<file path="src/rtl/debounce_bank.sv">
// Multi-channel push-button conditioner: 2-flop sync, polarity mask, restart-on-bounce debounce, press/release strobes.
// Defining DEBOUNCE_BANK_REPEAT_EN adds hold-to-repeat strobes on BTN_REPEAT; otherwise BTN_REPEAT is tied low.
module debounce_bank #(
    parameter int                  CHANNELS      = 5,
    parameter int                  TIMEOUT       = 1000000,
    parameter logic [CHANNELS-1:0] INVERT        = '0,
    parameter int                  HOLD_CYCLES   = 50000000,
    parameter int                  REPEAT_CYCLES = 10000000
) (
    input  logic                CLK,
    input  logic                CPU_RESETN,
    input  logic [CHANNELS-1:0] BTN_IN,
    output logic [CHANNELS-1:0] BTN_STATE,
    output logic [CHANNELS-1:0] BTN_RISE,
    output logic [CHANNELS-1:0] BTN_FALL,
    output logic [CHANNELS-1:0] BTN_REPEAT
);

    localparam int            CW       = $clog2(TIMEOUT);
    localparam logic [CW-1:0] CNT_LAST = CW'(TIMEOUT - 1);

`ifdef DEBOUNCE_BANK_REPEAT_EN
    localparam int            HMAX      = (HOLD_CYCLES > REPEAT_CYCLES) ? HOLD_CYCLES : REPEAT_CYCLES;
    localparam int            HW        = $clog2(HMAX);
    localparam logic [HW-1:0] HOLD_LAST = HW'(HOLD_CYCLES - 1);
    localparam logic [HW-1:0] REP_LAST  = HW'(REPEAT_CYCLES - 1);
`endif

    logic [CHANNELS-1:0] sync1_q;
    logic [CHANNELS-1:0] sync2_q;
    logic [CHANNELS-1:0] level;

    always_ff @(posedge CLK or negedge CPU_RESETN) begin
        if (!CPU_RESETN) begin
            sync1_q <= '0;
            sync2_q <= '0;
        end else begin
            sync1_q <= BTN_IN;
            sync2_q <= sync1_q;
        end
    end

    // Polarity is applied after synchronisation so every channel debounces "pressed = 1".
    assign level = sync2_q ^ INVERT;

    for (genvar i = 0; i < CHANNELS; i++) begin : g_chan
        logic [CW-1:0] cnt_q;
        logic          state_q;
        logic          rise_q;
        logic          fall_q;
        logic          flip;

        assign flip = (level[i] != state_q) && (cnt_q == CNT_LAST);

        always_ff @(posedge CLK or negedge CPU_RESETN) begin
            if (!CPU_RESETN) begin
                cnt_q   <= '0;
                state_q <= 1'b0;
                rise_q  <= 1'b0;
                fall_q  <= 1'b0;
            end else begin
                rise_q <= flip & level[i];
                fall_q <= flip & ~level[i];
                // Any sample matching the current state restarts the count, so bounces never accumulate.
                if ((level[i] == state_q) || flip) begin
                    cnt_q <= '0;
                end else begin
                    cnt_q <= cnt_q + 1'b1;
                end
                if (flip) begin
                    state_q <= level[i];
                end
            end
        end

        assign BTN_STATE[i] = state_q;
        assign BTN_RISE[i]  = rise_q;
        assign BTN_FALL[i]  = fall_q;

`ifdef DEBOUNCE_BANK_REPEAT_EN
        logic [HW-1:0] hold_q;
        logic          phase_q;
        logic          rep_q;
        logic [HW-1:0] hold_target;

        assign hold_target = phase_q ? REP_LAST : HOLD_LAST;

        // A flip in either direction clears the hold timer, so repeats never coincide with RISE or FALL.
        always_ff @(posedge CLK or negedge CPU_RESETN) begin
            if (!CPU_RESETN) begin
                hold_q  <= '0;
                phase_q <= 1'b0;
                rep_q   <= 1'b0;
            end else begin
                rep_q <= 1'b0;
                if (flip || !state_q) begin
                    hold_q  <= '0;
                    phase_q <= 1'b0;
                end else if (hold_q == hold_target) begin
                    rep_q   <= 1'b1;
                    hold_q  <= '0;
                    phase_q <= 1'b1;
                end else begin
                    hold_q <= hold_q + 1'b1;
                end
            end
        end

        assign BTN_REPEAT[i] = rep_q;
`endif
    end

`ifndef DEBOUNCE_BANK_REPEAT_EN
    assign BTN_REPEAT = '0;
`endif

endmodule
</file>
<file path="config.mk">
export PLATFORM = sky130hd
export DESIGN_NAME = debounce_bank
export DESIGN_NICKNAME = d
export VERILOG_FILES = /design/src/rtl/debounce_bank.sv
export SDC_FILE = /design/constraint.sdc
export NUM_CORES = 1
export LEC_CHECK = 0
export ABC_CLOCK_PERIOD_IN_PS = 3300
export BUFFER_PORTS_ARGS = -buffer_cell sky130_fd_sc_hd__buf_4
export CAP_MARGIN = 0
export CORE_MARGIN = 10
export CORE_UTILIZATION = 50
export CTS_CLUSTER_SIZE = 12
export DETAILED_ROUTE_END_ITERATION = 6
export PLACE_DENSITY = 0.64
export SETUP_SLACK_MARGIN = 0.5
export SLEW_MARGIN = 25
export SYNTH_ARGS = -nofsm -noshare
export SYNTH_HDL_FRONTEND = slang
export SYNTH_SLANG_ARGS = --single-unit
export TNS_END_PERCENT = 5
</file>
<file path="constraint.sdc">
create_clock -name CLK -period 3.3 [get_ports CLK]
set_input_delay 0.165 -clock CLK [delete_from_list [all_inputs] [get_ports CLK]]
set_output_delay 0.165 -clock CLK [all_outputs]
set_load 0.02 [all_outputs]
</file>
[Yosys cells after proc, flatten, opt, wreduce, memory -nomap -nowiden]
Cells that the tools add are included.
Storage, ports and cells
  register bits: 125
  latch bits: 0
  memory bits (writable): 0
  ROM bits: 0
  bits of input ports: 7
  output and inout bits: 20
  word-level logic and storage cells: 72
  memories: 0
Cells by class
  add/sub/neg operators: 5
  $mul: 0
  divide/modulo/power cells: 0
  magnitude comparators: 0
  eq/ne operators: 15
  shifts and indexed selects: 0
  mux-type cells: 5
  bitwise gates (word level): 15
  reductions and logical operators: 10
Operators by type and width (number)
  20-bit by 1-bit adder with 20-bit output, second input constant: 5
  20-bit equality test, second input constant: 5
  20-bit two-way mux: 5
  1-bit bitwise AND: 10
  1-bit equality test: 5
  1-bit logical AND: 5
  1-bit logical OR: 5
  1-bit inequality test: 5
  1-bit inverter: 5

[Logic depth before layout (Yosys ltp)]
Gate-level depths: netlist (run 1).
  depth in word-level cells: 4
  mapped depth: 6
  depth with buffers taken out: 5

[Least setup slack after synthesis (run 1)]
OpenSTA, ideal clock, no wires.
  path kind: flip-flop to flip-flop
  start point: register g_chan[2].cnt_q[0]
  end point: register g_chan[2].cnt_q[12]
  library setup time: 78 ps
  arrival: 1914 ps
  required time: 3222 ps
  slack: 1308 ps
  stages on the path, launching flop included: 7
  path buffers: 1
  period minus slack after synthesis: 1992 ps
  cells stage by stage: dfrtp_1 > ha_1 > clkbuf_1 > inv_1 > or4_2 > or3_1 > a21oi_1
On the way
  longest elaborated chain between the ends: 4
  elaborated cells between the ends (all ways): 5
  those cells by class: add/sub: 1; eq/ne: 1; mux: 1; reduce/logical: 2
Ends and longest elaborated chain
  start: declaration: line 47  | logic [CW-1:0] cnt_q;
  start signal: assignment: line 68  | cnt_q <= cnt_q + 1'b1;
  branches (longest 3 deep; another with 20-bit by 1-bit adder with 20-bit output)
  20-bit two-way mux *: line 65  | if ((level[i] == state_q) || flip) begin
Every way passes the cells marked *.
A chain may end at the register's enable or synchronous reset.

[Final worst setup path (run 1)]
  start point: register g_chan[2].cnt_q[2]
  end point: register g_chan[2].cnt_q[17]
Same word-level chain as after synthesis.

==> results.yml, run 1 <==
status:
  status: "finished, final reports clean"
power_and_ir_drop:
  ir_worst_vdd_v: 0.000350
  p_per_area_nw_per_um2: 491
  p_leak_nw: 2.76
floorplanning:
  initial_core_util: 0.516
  dieArea_um2: 16700
  core_area_um2: 11600
  fp.dieW_um: 129
  ioPinCount: 27
  rows: 39
  die_y_um: 129
final_layout:
  layout_common_cells: "dfrtp_1, nor2_1, xnor2_1, nand3_1, xor2_1"
  layout_commonest_cell: "dfrtp_1"
  antenna_cells: 0
  fillers: 977
  drive_gt1_frac: 0.103
  syn_to_final_growth_pct: 13.2
  layout.nets: 623
  ff_latch_area_um2: 3130
  multi_input_area_um2: 2590
  instances_no_fill: 763
  final_area_um2: 6750
setup_path:
  crit_fanout: 9
  start_kind: "register"
  path_cells: "nand4_2, or4_1, or4b_1, a21oi_1"
  path_class: "register to register"
  cp.required_ns: 3.63
  cp_top_family: "simple AND/OR/NAND/NOR gates"
  max_stage_delay_ns: 0.71
  critPathArrivalTime_ns: 2.44
  crit_buf_inv: 0
  crit_path_end_kind: "register"
  cp_slowest_cell: "or4_1"
synth:
  ys_async_sr_fraction: 1.00
  ys_seq_area_frac: 0.525
  synth-main-ff-cell: "dfrtp_1"
  yosysUniqueCellTypes: 47
  synth_warnings: 0
  syn-cell-area_um2: 5960
  synth_edf_count: 0
  ys_seq_elements: 125
  avgSynthCellArea_um2: 10.2
  synthCells: 585
sta:
  hold_viol: 0
  period_share: 0.639
  finClkSkew_ns: 0.00621
  slew_viol_final: 0
  slew-limit-headroom: 0.498
  fin_crit_ns: 2.11
  finalSetupViolCount: 0
  tns_ns: 0
  rsz0062_at_grt: "false"
  fmax_mhz: 474
  worst_pin_slew_ns: 0.753
detailed_routing:
  wl_mm: 11.1
  drtAntennaViolNets: 0
  drt_pre_antenna_iters: 7
  drt-initial-drc-count: 259
  num_vias: 4309
  drc: 0
  avgViaCountPerCell: 5.65
  post_drt_wl_per_cell_um: 14.5
placed_design:
  io_buffers: 21
  place_area_um2: 6180
  hpwl_mm: 7.57
  globalplace.congestion: 0.835
  placedCellCount: 729
clocking:
  cts_hold_buf: 6
  cts_sinks: 125
  numCtsBuffers: 17
  h-tree-depth: 4
  cts_tree: "built"
  post_cts_buffers: 0
  insertion_delay_ns: 0.41
  cts_resized: 0
  root_buffer: "clkbuf_16"
  clk_pin_slew_ns: 0.05
  clockBufferDepth: 2
hold_path:
  hp-class: "register to register"
global_routing:
  antenna_found_initial: 0
  overflow: 0
  grt_max_degree: 67
  grtUsageTotal: 0.145
  grt_pass1_wl_mm: 19.7
  grt_pass1_vias: 4258
job:
  drv_cap: 0
[layer usage]
layer  track usage  part of all wire
met2         0.220              0.47
met3        0.0510             0.035
met4        0.0542             0.017
met1         0.187              0.48
met5             0                 0
[power by group]
| group | total [W] | switching (W) | internal [W] | leakage (nW) |
|---|---|---|---|---|
| combinational | 0.000102 | 0.0000688 | 0.0000333 | 0.803 |
| clock | 0.00163 | 0.000598 | 0.00103 | 0.247 |
| sequential | 0.00158 | 0.0000223 | 0.00156 | 1.71 |
| total | 0.00331 | 0.000689 | 0.00262 | 2.76 |
[final timing paths]
kind / start / end / slack (ns) / cells after the start
worst max register to register: g_chan[2].cnt_q[2] / g_chan[2].cnt_q[17] / 1.19 / 4
worst min-delay path: sync1_q[2] / level[2] / 0.35 / 0
min in group asynchronous: CPU_RESETN / g_chan[0].rise_q / 0.38 / 2
worst min register to register: sync1_q[2] / level[2] / 0.35 / 0
worst max-delay path: g_chan[2].cnt_q[2] / g_chan[2].cnt_q[17] / 1.19 / 4
max in group asynchronous: CPU_RESETN / g_chan[4].fall_q / 2.12 / 3
[worst register-to-register path, cell delays in order (launching register included)]
cell and delay [ns]:
dfrtp_1 0.45, nand4_2 0.17, or4_1 0.71, or4b_1 0.53, a21oi_1 0.17
[state kept, by name (all words and copies together), names as in the netlist]
signal / count
g_chan.cnt_q: 100
g_chan.fall_q: 5
g_chan.rise_q: 5
g_chan.state_q: 5
level: 5
sync1_q: 5
[per-stage QoR]
stage	utilization	setup slack, ns	total power [W]	hold slack [ns]
after detailed placement	0.534	1.18	0.00170	0.275
after global routing	0.583	0.992	0.00344	0.349
after floorplan	-	1.31	0.00165	-0.131
after CTS	0.583	1.18	0.00336	0.348
final	0.583	1.19	0.00331	0.345
after global placement	0.534	1.25	0.00170	0.274
[synth_stat cells, types with 6 or more instances]
library cell  instances  area, um^2
dfrtp_1             125        3130
nor2_1               89         334
xnor2_1              43         377
nand3_1              32         160
xor2_1               28         245
nand4_1              27         169
nand2_1              24        90.1
buf_4                20         150
a21oi_1              18        90.1
inv_1                18        67.6
nor3_1               18        90.1
nor4_1               17         106
and3_1               14        87.6
or3_1                12        75.1
nor3b_1              10        75.1
clkbuf_1              8        30.0
o21ai_0               8        40.0
or4_1                 7        52.6
o31ai_1               6        45.0
[cell type report]
cell class,instances,share of cell area
Timing Repair Buffer,33,0.0408
Inverter,18,0.0100
Sequential cell,125,0.464
Tap cell,143,0.0265
Multi-Input combinational cell,416,0.384
Clock buffer,25,0.0690
Clock inverter,3,0.00593
[logic make-up (layout without fill, tap and decap cells)]
family | after synthesis | after routing | synth area share
buffers and inverters | 48 | 79 | 0.0432
other | 1 | 5 | 0.000629
XOR/XNOR | 71 | 71 | 0.104
flip-flops | 125 | 125 | 0.525
AND/OR/NAND/NOR | 279 | 279 | 0.248
AO/OA/AOI/OAI | 49 | 49 | 0.0554
multiplexers | 7 | 7 | 0.0128
adder cells (fa/ha/maj) | 5 | 5 | 0.0105
Note: power is estimated with default switching activity, not from simulation.
==> inputs of run 2 (changes only) <==
ABC_CLOCK_PERIOD_IN_PS = 1970   (was 3300)
clock period = 1.97 ns   (was 3.3 ns; I/O delays follow)
==> results.yml, run 2 (synthesis results as in run 1) <==
setup_path:
  startpoint: "g_chan[2].cnt_q[8]"
  start_kind: "register"
  critPathArrivalTime_ns: 2.10
  crit_fanout: 7
  cp.required_ns: 2.30
  path_class: "register to register"
  crit_path_end_kind: "register"
  reg2reg_from: "g_chan[2].cnt_q[8]"
power_and_ir_drop:
  p_int_w: 0.00468
  p_per_area_nw_per_um2: 775
  seq_power_share: 0.448
  p_leak_nw: 3.16
  power.switching_w: 0.00123
  pwr-share-clk: 0.515
  ir_worst_vdd_v: 0.000636
  p_sw_frac: 0.208
  combPwrFrac: 0.037
floorplanning:
  die_y_um: 129
  core_area_um2: 11600
  ioPinCount: 27
  rows: 39
  initial_core_util: 0.516
  fp.dieW_um: 129
  dieArea_um2: 16700
clocking:
  clockBufferDepth: 2
  cts_sinks: 125
  numCtsBuffers: 17
  insertion_delay_ns: 0.41
  cts_tree: "built"
  root_buffer: "clkbuf_16"
  clk_pin_slew_ns: 0.05
  h-tree-depth: 4
job:
  drv_cap: 0
global_routing:
  grt_pass1_vias: 4599
  grt_max_degree: 64
  grt_pass1_wl_mm: 21.4
  antenna_found_initial: 0
  grtUsageTotal: 0.158
  overflow: 0
detailed_routing:
  avgViaCountPerCell: 5.53
  drt-initial-drc-count: 310
  post_drt_wl_per_cell_um: 15.2
  drtAntennaViolNets: 0
  wl_mm: 12.7
  drt_pre_antenna_iters: 6
  drc: 0
  num_vias: 4607
sta:
  tns_ns: 0
  slew_viol_final: 0
  rsz0062_at_grt: "true"
  fmax_mhz: 564
  hold_viol: 0
  finalSetupViolCount: 0
  period_share: 0.900
  finClkSkew_ns: 0.00855
  fin_crit_ns: 1.77
  whs_ns: 0.120
final_layout:
  antenna_cells: 0
  drive_gt1_frac: 0.272
  layout_commonest_cell: "dfrtp_1"
  layout.nets: 689
  syn_to_final_growth_pct: 28.0
  instances_no_fill: 833
  top_register: "g_chan.cnt_q"
  largest_reg_flops: 100
  layout_common_cells: "dfrtp_1, nor2_1, buf_4, xnor2_1, xor2_1"
  final_area_um2: 7630
placed_design:
  place_area_um2: 6400
  globalplace.congestion: 0.785
  io_buffers: 21
  placedCellCount: 752
  hpwl_mm: 8.01
hold_path:
  hp-class: "input pin to async pin"
status:
  status: "finished, final reports clean"
## run 2: repair_timing
item / CTS / global route
endpoints found under the setup margin: 115 / 115
setup buffers: 23 / 19
gates cloned: 0 / 1
resized for setup: 18 / 43
hold endpoints to repair: 100 / 0
hold buffers: 6 / 0
pin swaps: 15 / 15
## run 2: per-stage QoR
step	power [W]	util	setup WS (ns)
after global placement	0.00286	0.554	0.0988
after detailed placement	0.00287	0.554	0.0710
after floorplan	0.00277	-	0.163
after global routing	0.00611	0.660	0.141
final	0.00591	0.660	0.197
after CTS	0.00594	0.631	0.191
## run 2: final timing paths
kind	end	slack, ns	cells past startpoint
hold reg to reg	level[2]	0.35	0
setup / recovery	g_chan[2].cnt_q[17]	0.20	4
setup reg to reg	g_chan[2].cnt_q[17]	0.20	4
hold / removal	g_chan[3].cnt_q[12]	0.12	2
max in group asynchronous	g_chan[1].cnt_q[13]	1.15	3
min in group CLK	sync1_q[2]	0.34	2
## run 2: power by group through the flow
stage	clock network, W	registers (W)	logic [W]
detailed placement	0	0.00268	0.000182
global placement	0	0.00268	0.000180
global route	0.00321	0.00265	0.000250
floorplan	0	0.00268	0.0000899
CTS	0.00309	0.00264	0.000205
finish	0.00305	0.00265	0.000219
## run 2: critical path: stages, from the launching register on
cell	delay, ns
dfrtp_1	0.40
nand3_2	0.11
or4_4	0.56
or4b_1	0.48
a21oi_1	0.14
## run 2: final cells by class
cell class,instances,area [um^2]
fill,892,3930
sequential,125,3140
multi-input combinational,416,2880
timing repair buffer,99,786
clock buffer,25,495
tap,143,179
clock inverter,7,85.1
inverter,18,67.6
## run 2: per-layer routing
layer / part of all wire / up-vias / wire length (um) / global-route usage
met5: 0 / - / 0 / 0
met4: 0.014 / 0 / 182 / 0.0609
met3: 0.045 / 20 / 570 / 0.0542
met2: 0.49 / 89 / 6180 / 0.246
met1: 0.45 / 2259 / 5750 / 0.199
li1: - / 2239 / - / -
==> inputs of run 3 (changes only) <==
RECOVER_POWER = 50   (was unset)
==> results.yml, run 3 (synthesis results as in run 1) <==
status:
  status: "finished, final reports clean"
clocking:
  root_buffer: "clkbuf_16"
  clk_pin_slew_ns: 0.05
  numCtsBuffers: 17
  h-tree-depth: 4
  insertion_delay_ns: 0.41
  clockBufferDepth: 2
  cts_sinks: 125
  cts_tree: "built"
final_layout:
  largest_reg_flops: 100
  drive_gt1_frac: 0.271
  top_register: "g_chan.cnt_q"
  layout_commonest_cell: "dfrtp_1"
  instances_no_fill: 833
  syn_to_final_growth_pct: 27.9
  antenna_cells: 0
  fillers: 895
  layout.nets: 689
  layout_common_cells: "dfrtp_1, nor2_1, buf_4, xnor2_1, xor2_1"
sta:
  worst_pin_slew_ns: 1.23
  period_share: 0.900
  slew-limit-headroom: 0.180
  tns_ns: 0
  fin_ws_ns: 0.197
  rsz0062_at_grt: "true"
  fin_crit_ns: 1.77
  finClkSkew_ns: 0.00850
  hold_viol: 0
  whs_ns: 0.345
  finalSetupViolCount: 0
  fmax_mhz: 564
  slew_viol_final: 0
power_and_ir_drop:
  seq_power_share: 0.448
  p_leak_nw: 3.16
  power.switching_w: 0.00123
  p_per_area_nw_per_um2: 775
  ir_worst_vdd_v: 0.000639
  pwr-share-clk: 0.515
  combPwrFrac: 0.037
  p_sw_frac: 0.208
  p_int_w: 0.00468
hold_path:
  hp-class: "register to register"
floorplanning:
  rows: 39
  dieArea_um2: 16700
  ioPinCount: 27
  core_area_um2: 11600
  fp.dieW_um: 129
  die_y_um: 129
  initial_core_util: 0.516
global_routing:
  antenna_found_initial: 0
  overflow: 0
  grt_max_degree: 64
  grt_pass1_wl_mm: 21.4
  grt_pass1_vias: 4599
  grtUsageTotal: 0.158
setup_path:
  start_kind: "register"
  crit_buf_inv: 0
  critPathArrivalTime_ns: 2.10
  cp.required_ns: 2.30
  crit_fanout: 7
  path_class: "register to register"
  cp_slowest_cell: "or4_4"
  path_cells: "nand3_2, or4_4, or4b_1, a21oi_1"
  max_stage_delay_ns: 0.56
  crit_path_end_kind: "register"
  cp_top_family: "simple AND/OR/NAND/NOR gates"
detailed_routing:
  num_vias: 4605
  wl_mm: 12.7
  drc: 0
  avgViaCountPerCell: 5.53
  drt-initial-drc-count: 313
  drt_pre_antenna_iters: 5
  drtAntennaViolNets: 0
  post_drt_wl_per_cell_um: 15.2
placed_design:
  io_buffers: 21
  place_worst_setup_slack_ns: 0.0710
  placedCellCount: 752
  hpwl_mm: 8.01
  globalplace.congestion: 0.785
job:
  drv_cap: 0
[run 3: power groups by stage]
stage,Combinational [W],Clock [W],Sequential [W]
2_1_floorplan,0.0000899,0,0.00268
3_3_place_gp,0.000180,0,0.00268
3_5_place_dp,0.000182,0,0.00268
4_1_cts,0.000205,0.00309,0.00264
5_1_grt,0.000248,0.00321,0.00265
6_report,0.000217,0.00305,0.00265
[run 3: cell type report]
type | instances | area [um^2] | area share
Inverter | 18 | 67.6 | 0.00886
Timing Repair Buffer | 99 | 779 | 0.102
Sequential cell | 125 | 3140 | 0.412
Tap cell | 143 | 179 | 0.0235
Multi-Input combinational cell | 416 | 2880 | 0.377
Clock buffer | 25 | 495 | 0.0650
Clock inverter | 7 | 85.1 | 0.0112
[run 3: routing by layer]
metal  part of all wire  up-vias  GRT usage
met5                  0        -          0
met4              0.015        0     0.0609
met1               0.46     2261      0.199
met3              0.042       21     0.0542
met2               0.49       82      0.246
li1                   -     2241          -
[run 3: repair_timing]
action,4_1_cts,5_1_grt
setup endpoints to repair,115,115
resized for setup,18,43
pin swaps,15,15
hold endpoints to repair,100,0
gates cloned,0,1
buffers inserted,23,19
hold buffers,6,0
[run 3: stage by stage]
step / total power [W] / util / area (um^2)
after global routing: 0.00611 / 0.659 / 7630
final: 0.00591 / 0.659 / 7630
after global placement: 0.00286 / 0.554 / 6400
after CTS: 0.00594 / 0.631 / 7300
after floorplan: 0.00277 / - / 6050
after detailed placement: 0.00287 / 0.554 / 6400
[run 3: worst register-to-register path: stages, from the launching register on]
cell     delay (ns)
dfrtp_1        0.40
nand3_2        0.11
or4_4          0.56
or4b_1         0.48
a21oi_1        0.14
[run 3: final timing paths]
| kind | startpoint | slack, ns | cells after the start | to |
|---|---|---|---|---|
| min | sync1_q[2] | 0.35 | 0 | level[2] |
| min in group asynchronous | CPU_RESETN | 0.47 | 2 | g_chan[3].cnt_q[12] |
| max in group asynchronous | CPU_RESETN | 0.45 | 3 | g_chan[1].cnt_q[13] |
| min reg2reg | sync1_q[2] | 0.35 | 0 | level[2] |
| max | g_chan[2].cnt_q[8] | 0.20 | 4 | g_chan[2].cnt_q[17] |
| max reg2reg | g_chan[2].cnt_q[8] | 0.20 | 4 | g_chan[2].cnt_q[17] |
